==> src/rtl/mem_map_ctrl_if.sv <==
// CPU-side bus bundle for the programmable memory-map controller.
// The master drives address/strobes; the slave (controller) returns chip selects and READY.
interface mem_map_ctrl_if #(
   parameter int ADDR_W      = 16,
   parameter int NUM_REGIONS = 4
);
   localparam int IDX_W = (NUM_REGIONS > 1) ? $clog2(NUM_REGIONS) : 1;

   logic                   ale;
   logic [ADDR_W-1:0]      address;
   logic                   IOMn;
   logic                   RDn;
   logic                   WRn;
   logic [NUM_REGIONS-1:0] CSn;
   logic                   ready;
   logic [IDX_W-1:0]       hit_idx;
   logic                   bus_err;

   modport master (
      output ale, address, IOMn, RDn, WRn,
      input  CSn, ready, hit_idx, bus_err
   );

   modport slave (
      input  ale, address, IOMn, RDn, WRn,
      output CSn, ready, hit_idx, bus_err
   );
endinterface

==> src/rtl/mem_map_ctrl.sv <==
// Programmable address decoder and READY wait-state generator for an 8085-class bus.
// Decode is captured on ALE; a rising strobe edge then starts one access in the FSM.
module mem_map_ctrl #(
   parameter int                            ADDR_W      = 16,
   parameter int                            NUM_REGIONS = 4,
   parameter logic [NUM_REGIONS*ADDR_W-1:0] REGION_BASE = {16'h0300, 16'h0200, 16'h0100, 16'h0000},
   parameter logic [NUM_REGIONS*5-1:0]      REGION_LOG2 = {5'd8, 5'd8, 5'd8, 5'd8},
   parameter logic [NUM_REGIONS*4-1:0]      REGION_WAIT = {4'd0, 4'd3, 4'd1, 4'd0}
) (
   input logic           clk,
   input logic           rst,
   mem_map_ctrl_if.slave bus
);
   localparam int IDX_W = (NUM_REGIONS > 1) ? $clog2(NUM_REGIONS) : 1;

   typedef enum logic [1:0] {
      ST_IDLE = 2'd0,
      ST_WAIT = 2'd1,
      ST_HOLD = 2'd2
   } state_e;

   state_e                 state_q, state_d;
   logic                   ready_q, ready_d;
   logic [3:0]             cnt_q, cnt_d;
   logic                   bus_err_q, bus_err_d;
   logic [NUM_REGIONS-1:0] csn_q, csn_d;
   logic [IDX_W-1:0]       hit_idx_q, hit_idx_d;
   logic                   iom_q, iom_d;
   logic                   hit_q, hit_d;
   logic [3:0]             wait_q, wait_d;
   logic                   strb_q, strb_d;

   logic                   strb_s;
   logic                   start_s;
   logic                   dec_hit_s;
   logic [IDX_W-1:0]       dec_idx_s;
   logic [3:0]             dec_wait_s;

   assign strb_s  = ~bus.RDn | ~bus.WRn;
   // ALE in the same cycle swallows the start; the strobe must fall and rise again.
   assign start_s = strb_s & ~strb_q & ~bus.ale;
   assign strb_d  = strb_s;

   // Region match on the live address; descending scan leaves the lowest hitting index.
   always_comb begin
      dec_hit_s  = 1'b0;
      dec_idx_s  = {IDX_W{1'b0}};
      dec_wait_s = 4'd0;
      for (int i = NUM_REGIONS - 1; i >= 0; i--) begin
         if ((bus.address >> REGION_LOG2[i*5 +: 5]) ==
             (REGION_BASE[i*ADDR_W +: ADDR_W] >> REGION_LOG2[i*5 +: 5])) begin
            dec_hit_s  = 1'b1;
            dec_idx_s  = IDX_W'(i);
            dec_wait_s = REGION_WAIT[i*4 +: 4];
         end else begin
            dec_hit_s  = dec_hit_s;
         end
      end
   end

   // Capture decode result on ALE; held until the next ALE.
   always_comb begin
      csn_d     = csn_q;
      hit_idx_d = hit_idx_q;
      iom_d     = iom_q;
      hit_d     = hit_q;
      wait_d    = wait_q;
      if (bus.ale) begin
         iom_d     = bus.IOMn;
         hit_d     = dec_hit_s & ~bus.IOMn;
         csn_d     = {NUM_REGIONS{1'b1}};
         if (dec_hit_s && !bus.IOMn) begin
            csn_d[dec_idx_s] = 1'b0;
            hit_idx_d        = dec_idx_s;
            wait_d           = dec_wait_s;
         end else begin
            hit_idx_d        = {IDX_W{1'b0}};
            wait_d           = 4'd0;
         end
      end else begin
         csn_d = csn_q;
      end
   end

   // Access sequencer: wait-state countdown, unmapped-access error, strobe release tracking.
   always_comb begin
      state_d   = state_q;
      ready_d   = ready_q;
      cnt_d     = cnt_q;
      bus_err_d = 1'b0;
      case (state_q)
         ST_IDLE: begin
            ready_d = 1'b1;
            if (start_s) begin
               if (iom_q) begin
                  state_d = ST_HOLD;
               end else if (!hit_q) begin
                  bus_err_d = 1'b1;
                  state_d   = ST_HOLD;
               end else if (wait_q != 4'd0) begin
                  ready_d = 1'b0;
                  cnt_d   = wait_q - 4'd1;
                  state_d = ST_WAIT;
               end else begin
                  state_d = ST_HOLD;
               end
            end else begin
               state_d = ST_IDLE;
            end
         end
         ST_WAIT: begin
            if (!strb_s) begin
               ready_d = 1'b1;
               cnt_d   = 4'd0;
               state_d = ST_IDLE;
            end else if (cnt_q == 4'd0) begin
               ready_d = 1'b1;
               state_d = ST_HOLD;
            end else begin
               cnt_d   = cnt_q - 4'd1;
            end
         end
         ST_HOLD: begin
            ready_d = 1'b1;
            if (!strb_s) begin
               state_d = ST_IDLE;
            end else begin
               state_d = ST_HOLD;
            end
         end
         default: begin
            state_d = ST_IDLE;
            ready_d = 1'b1;
            cnt_d   = 4'd0;
         end
      endcase
   end

   // All state and outputs; reset aborts any access in flight without flagging an error.
   always_ff @(posedge clk) begin
      if (rst) begin
         state_q   <= ST_IDLE;
         ready_q   <= 1'b1;
         cnt_q     <= 4'd0;
         bus_err_q <= 1'b0;
         csn_q     <= {NUM_REGIONS{1'b1}};
         hit_idx_q <= {IDX_W{1'b0}};
         iom_q     <= 1'b0;
         hit_q     <= 1'b0;
         wait_q    <= 4'd0;
         strb_q    <= 1'b0;
      end else begin
         state_q   <= state_d;
         ready_q   <= ready_d;
         cnt_q     <= cnt_d;
         bus_err_q <= bus_err_d;
         csn_q     <= csn_d;
         hit_idx_q <= hit_idx_d;
         iom_q     <= iom_d;
         hit_q     <= hit_d;
         wait_q    <= wait_d;
         strb_q    <= strb_d;
      end
   end

   assign bus.CSn     = csn_q;
   assign bus.ready   = ready_q;
   assign bus.hit_idx = hit_idx_q;
   assign bus.bus_err = bus_err_q;
endmodule

==> src/flat_wrapper.sv <==
// flat-port wrapper written by rule: the top's interface ports become plain ports
module mem_map_ctrl_flat 
#(
   parameter int                            ADDR_W      = 16,
   parameter int                            NUM_REGIONS = 4,
   parameter logic [NUM_REGIONS*ADDR_W-1:0] REGION_BASE = {16'h0300, 16'h0200, 16'h0100, 16'h0000},
   parameter logic [NUM_REGIONS*5-1:0]      REGION_LOG2 = {5'd8, 5'd8, 5'd8, 5'd8},
   parameter logic [NUM_REGIONS*4-1:0]      REGION_WAIT = {4'd0, 4'd3, 4'd1, 4'd0}
)
  (clk, rst, bus_ale, bus_address, bus_IOMn, bus_RDn, bus_WRn, bus_CSn, bus_ready, bus_hit_idx, bus_bus_err);
  mem_map_ctrl_if #(.ADDR_W(ADDR_W), .NUM_REGIONS(NUM_REGIONS)) bus_i ();
  input logic clk;
  input logic rst;
  input wire logic [$bits(bus_i.ale)-1:0] bus_ale;
  input wire logic [$bits(bus_i.address)-1:0] bus_address;
  input wire logic [$bits(bus_i.IOMn)-1:0] bus_IOMn;
  input wire logic [$bits(bus_i.RDn)-1:0] bus_RDn;
  input wire logic [$bits(bus_i.WRn)-1:0] bus_WRn;
  output wire logic [$bits(bus_i.CSn)-1:0] bus_CSn;
  output wire logic [$bits(bus_i.ready)-1:0] bus_ready;
  output wire logic [$bits(bus_i.hit_idx)-1:0] bus_hit_idx;
  output wire logic [$bits(bus_i.bus_err)-1:0] bus_bus_err;
  assign bus_i.ale = bus_ale;
  assign bus_i.address = bus_address;
  assign bus_i.IOMn = bus_IOMn;
  assign bus_i.RDn = bus_RDn;
  assign bus_i.WRn = bus_WRn;
  assign bus_CSn = bus_i.CSn;
  assign bus_ready = bus_i.ready;
  assign bus_hit_idx = bus_i.hit_idx;
  assign bus_bus_err = bus_i.bus_err;
  mem_map_ctrl #(.ADDR_W(ADDR_W), .NUM_REGIONS(NUM_REGIONS), .REGION_BASE(REGION_BASE), .REGION_LOG2(REGION_LOG2), .REGION_WAIT(REGION_WAIT)) u_core (.clk(clk), .rst(rst), .bus(bus_i));
endmodule
==> config.mk <==
export PLATFORM = sky130hd
export DESIGN_NAME = mem_map_ctrl_flat
export DESIGN_NICKNAME = d
export VERILOG_FILES = /design/src/rtl/mem_map_ctrl_if.sv /design/src/rtl/mem_map_ctrl.sv /design/src/flat_wrapper.sv
export SDC_FILE = /design/constraint.sdc
export NUM_CORES = 1
export LEC_CHECK = 0
export CAP_MARGIN = 10
export CORE_MARGIN = 1.5
export CORE_UTILIZATION = 40
export CTS_BUF_LIST = sky130_fd_sc_hd__clkbuf_16
export DETAILED_ROUTE_END_ITERATION = 10
export PLACE_DENSITY = 0.7
export SYNTH_ARGS = -nofsm -noshare
export SYNTH_HDL_FRONTEND = slang
export SYNTH_SLANG_ARGS = --single-unit
==> constraint.sdc <==
create_clock -name clk -period 2.8 [get_ports clk]
set_input_delay 0.56 -clock clk [delete_from_list [all_inputs] [get_ports clk]]
set_output_delay 0.56 -clock clk [all_outputs]
set_load 0.05 [all_outputs]
==> qor.csv <==
stage,metric,value,unit
layout,drive_above_1_share,8.15,%
cts,post_cts_resized,0,
route,ant_nets,0,
synth,yosysSeqAreaShare,38.5,%
timing,fmax,504,MHz
layout,area_delta_synth_final,32.4,%
cts,h-tree-depth,1,
grt,grtUsageMet2,31.0,%
route,post_drt_wl_per_cell,12.7,um
timing,layout_min_cycle_time,1.98,ns
synth,synthCells,112,
timing,fin_setup_tns,0,ns
job,drv_cap,0,
grt,gr-usage-met1,19.9,%
outcome,status,"complete, no violations",
synth,synth_top_area_share,38.5,%
power_and_ir_drop,ir_worst_vdd,0.000416,V
route,drc,0,
timing,rsz0062_at_grt,false,
critical_path,cp_cell_sequence,clkdlybuf4s50_1 > nor4_2 > nand4b_1 > or3_1 > a21o_1,
critical_path,cp-start-kind,primary input,
cts,cts_inserted_buffers,3,
floorplan,pin_count,30,
layout,finalInstanceArea,0.00131,mm2
floorplan,die_x,52.7,um
timing,hold_ws,0.460,ns
synth,synthFlopType,dfxtp_1,
synth,ys_ff_latch,19,
timing,worst_slew_pin_slew,0.658,ns
synth,yosys-top-cells-area,"dfxtp_1 (38%), ha_1 (8.9%), a21oi_1 (6.6%), nor2_1 (3.8%), inv_1 (3.0%)",
grt,grt-ovfl-total,0,
layout,final_common_cell,clkdlybuf4s50_1,
layout,nets,165,
critical_path,cp-end-kind,flop,
route,vias,872,
grt,grtUsageTotal,17.2,%
placement,io_buffers,21,
cts,cts_tree,done,
synth,ys_types,34,
layout,final_cell_mix,"clkdlybuf4s50_1 (21), dfxtp_1 (19), a21oi_1 (13), nor2_1 (10), inv_1 (9)",
power_and_ir_drop,power_density,497,mW/mm2
grt,grt_pass1_wl,3600,um
route,drtIter0Drc,8,
critical_path,path_buf_inv,1,
cts,clkTransAtPathRegs,0.05,ns
cts,holdBufCountCts,0,
timing,post-route-period-util,70.8,%
grt,grt_max_degree,20,
floorplan,start_util,43.4,%
placement,hpwlAfterDp,1550,um
cts,post_cts_buffers,0,
layout,fillers,209,
critical_path,arrival,2.12,ns
critical_path,cp.required,2.94,ns
cts,clockRootBuffer,clkbuf_16,
synth,synth-edff-count,0,
timing,skew,0.000907,ns
synth,synth_area,988,um2
placement,post_dp_cell_area,0.00123,mm2
layout,utilization,57.5,%
synth,syn-num-nets,141,
cts,clk_latency,0.25,ns
synth,ys_warn_count,0,
timing,slew_headroom,56.0,%
synth,synth_area_leader_cell,dfxtp_1,
synth,syn_avg_cell_area,8.83,um2
timing,final_max_slew_viol_count,0,
floorplan,rows,17,
grt,antenna_found_initial,0,
critical_path,critical_path.slowest_cell,clkdlybuf4s50_1,
floorplan,die_h,52.7,um
floorplan,coreArea,0.00228,mm2
grt,gr-usage-met3,2.86,%
cts,clock_sinks,19,
grt,top_usage_layer,met2,
critical_path,path_max_fanout,4,
route,via_per_inst,5.35,
synth,synthArstFlopShare,0,%
floorplan,die_area,0.00278,mm2
cts,cts_buffer_depth,2,
layout,diodes,0,
power_and_ir_drop,total_leakage_power,0.493,nW
route,drtPass1Iterations,4,
critical_path,crit_family,simple AND/OR/NAND/NOR gates,
placement,gp_congestion,0.874,
critical_path,slowest_delay,0.44,ns
grt,first_global_vias,862,
worst_hold_path,min_path_type,flop to flop,
timing,final-setup-viol-count,0,
timing,hold_viol_final,0,
route,totalWireLength,2070,um
critical_path,path_class,primary input to flop,
## registers in the layout (all words and copies together) (netlist names)
| signal | cells |
|---|---|
| u_core.bus.CSn | 4 |
| u_core.bus.hit_idx | 2 |
| u_core.strb_q | 1 |
| u_core.iom_q | 1 |
| u_core.cnt_q | 4 |
| u_core.bus.bus_err | 1 |
| u_core.state_q | 2 |
| u_core.hit_q | 1 |
| u_core.bus.ready | 1 |
| u_core.wait_q | 2 |
## layout make-up
class                   instances  area, um2  share of cell area (%)
well taps                      28       35.0                    2.68
flip-flops and latches         19        380                    29.1
repair buffers                 22        218                    16.6
clock buffers                   3       75.1                    5.74
clock inverters                 1       3.75                   0.287
multi-input cells              82        567                    43.3
inverters                       8       30.0                    2.29
## metrics by stage
stage                     total power [mW]  std cells  worst slack [ns]
after global routing                 0.682        163             0.704
after floorplan                      0.334        112              1.19
final                                0.651        163             0.816
after global placement               0.370        159             0.580
after detailed placement             0.370        159             0.560
after CTS                            0.656        163             0.821
## kinds of logic after synthesis
| kind of cell | synth area share, % |
|---|---|
| compound gates | 21.0 |
| flops | 38.5 |
| simple gates | 24.6 |
| xor+xnor | 0.886 |
| fa+ha+maj | 8.86 |
| mux | 2.03 |
| buf+inv | 4.18 |
## path summary, 6_finish.rpt
kind                                  startpoint                  to  slack [ns]  depth (start not counted)
worst min register to register      u_core.hit_q  u_core.bus.bus_err        0.46                          1
worst min-delay path                u_core.hit_q  u_core.bus.bus_err        0.46                          1
worst max-delay path                    bus_IOMn   u_core.bus.CSn[2]        0.82                          5
worst max register to register  u_core.wait_q[0]     u_core.cnt_q[3]        1.10                          6
## per-layer routing
metal	vias up	part of all wire (%)	wire, um
met3	4	4.7	97
met5	-	0	0
met2	22	47	973
met4	0	1.2	25
met1	396	47	970
li1	450	-	-
## worst reg2reg max path, stage by stage (launching register included)
cell and delay, ns:
dfxtp_1 0.33, inv_1 0.06, ha_1 0.23, nor3b_1 0.36
a21oi_1 0.21, o31ai_1 0.28, a21oi_1 0.10
## Yosys cell counts, types with 2 or more instances
cell type,n
o31ai_1,2
or3_1,3
nand2b_1,3
nand2_1,5
nor2b_1,2
o21bai_1,2
nor3_1,4
nor3b_1,3
a21oi_1,13
inv_1,8
nor2_1,10
ha_1,7
a21o_1,3
mux2i_1,2
a31oi_1,2
o22ai_1,2
dfxtp_1,19
clkbuf_1,3
nand3_1,2
nor4_1,2
or2_2,2
## power by group
part	leakage [nW]	switching (mW)	internal, mW
clock	0.0423	0.0959	0.190
sequential	0.154	0.00611	0.278
combinational	0.296	0.0412	0.0401
Note: power is estimated with default switching activity, not from simulation.
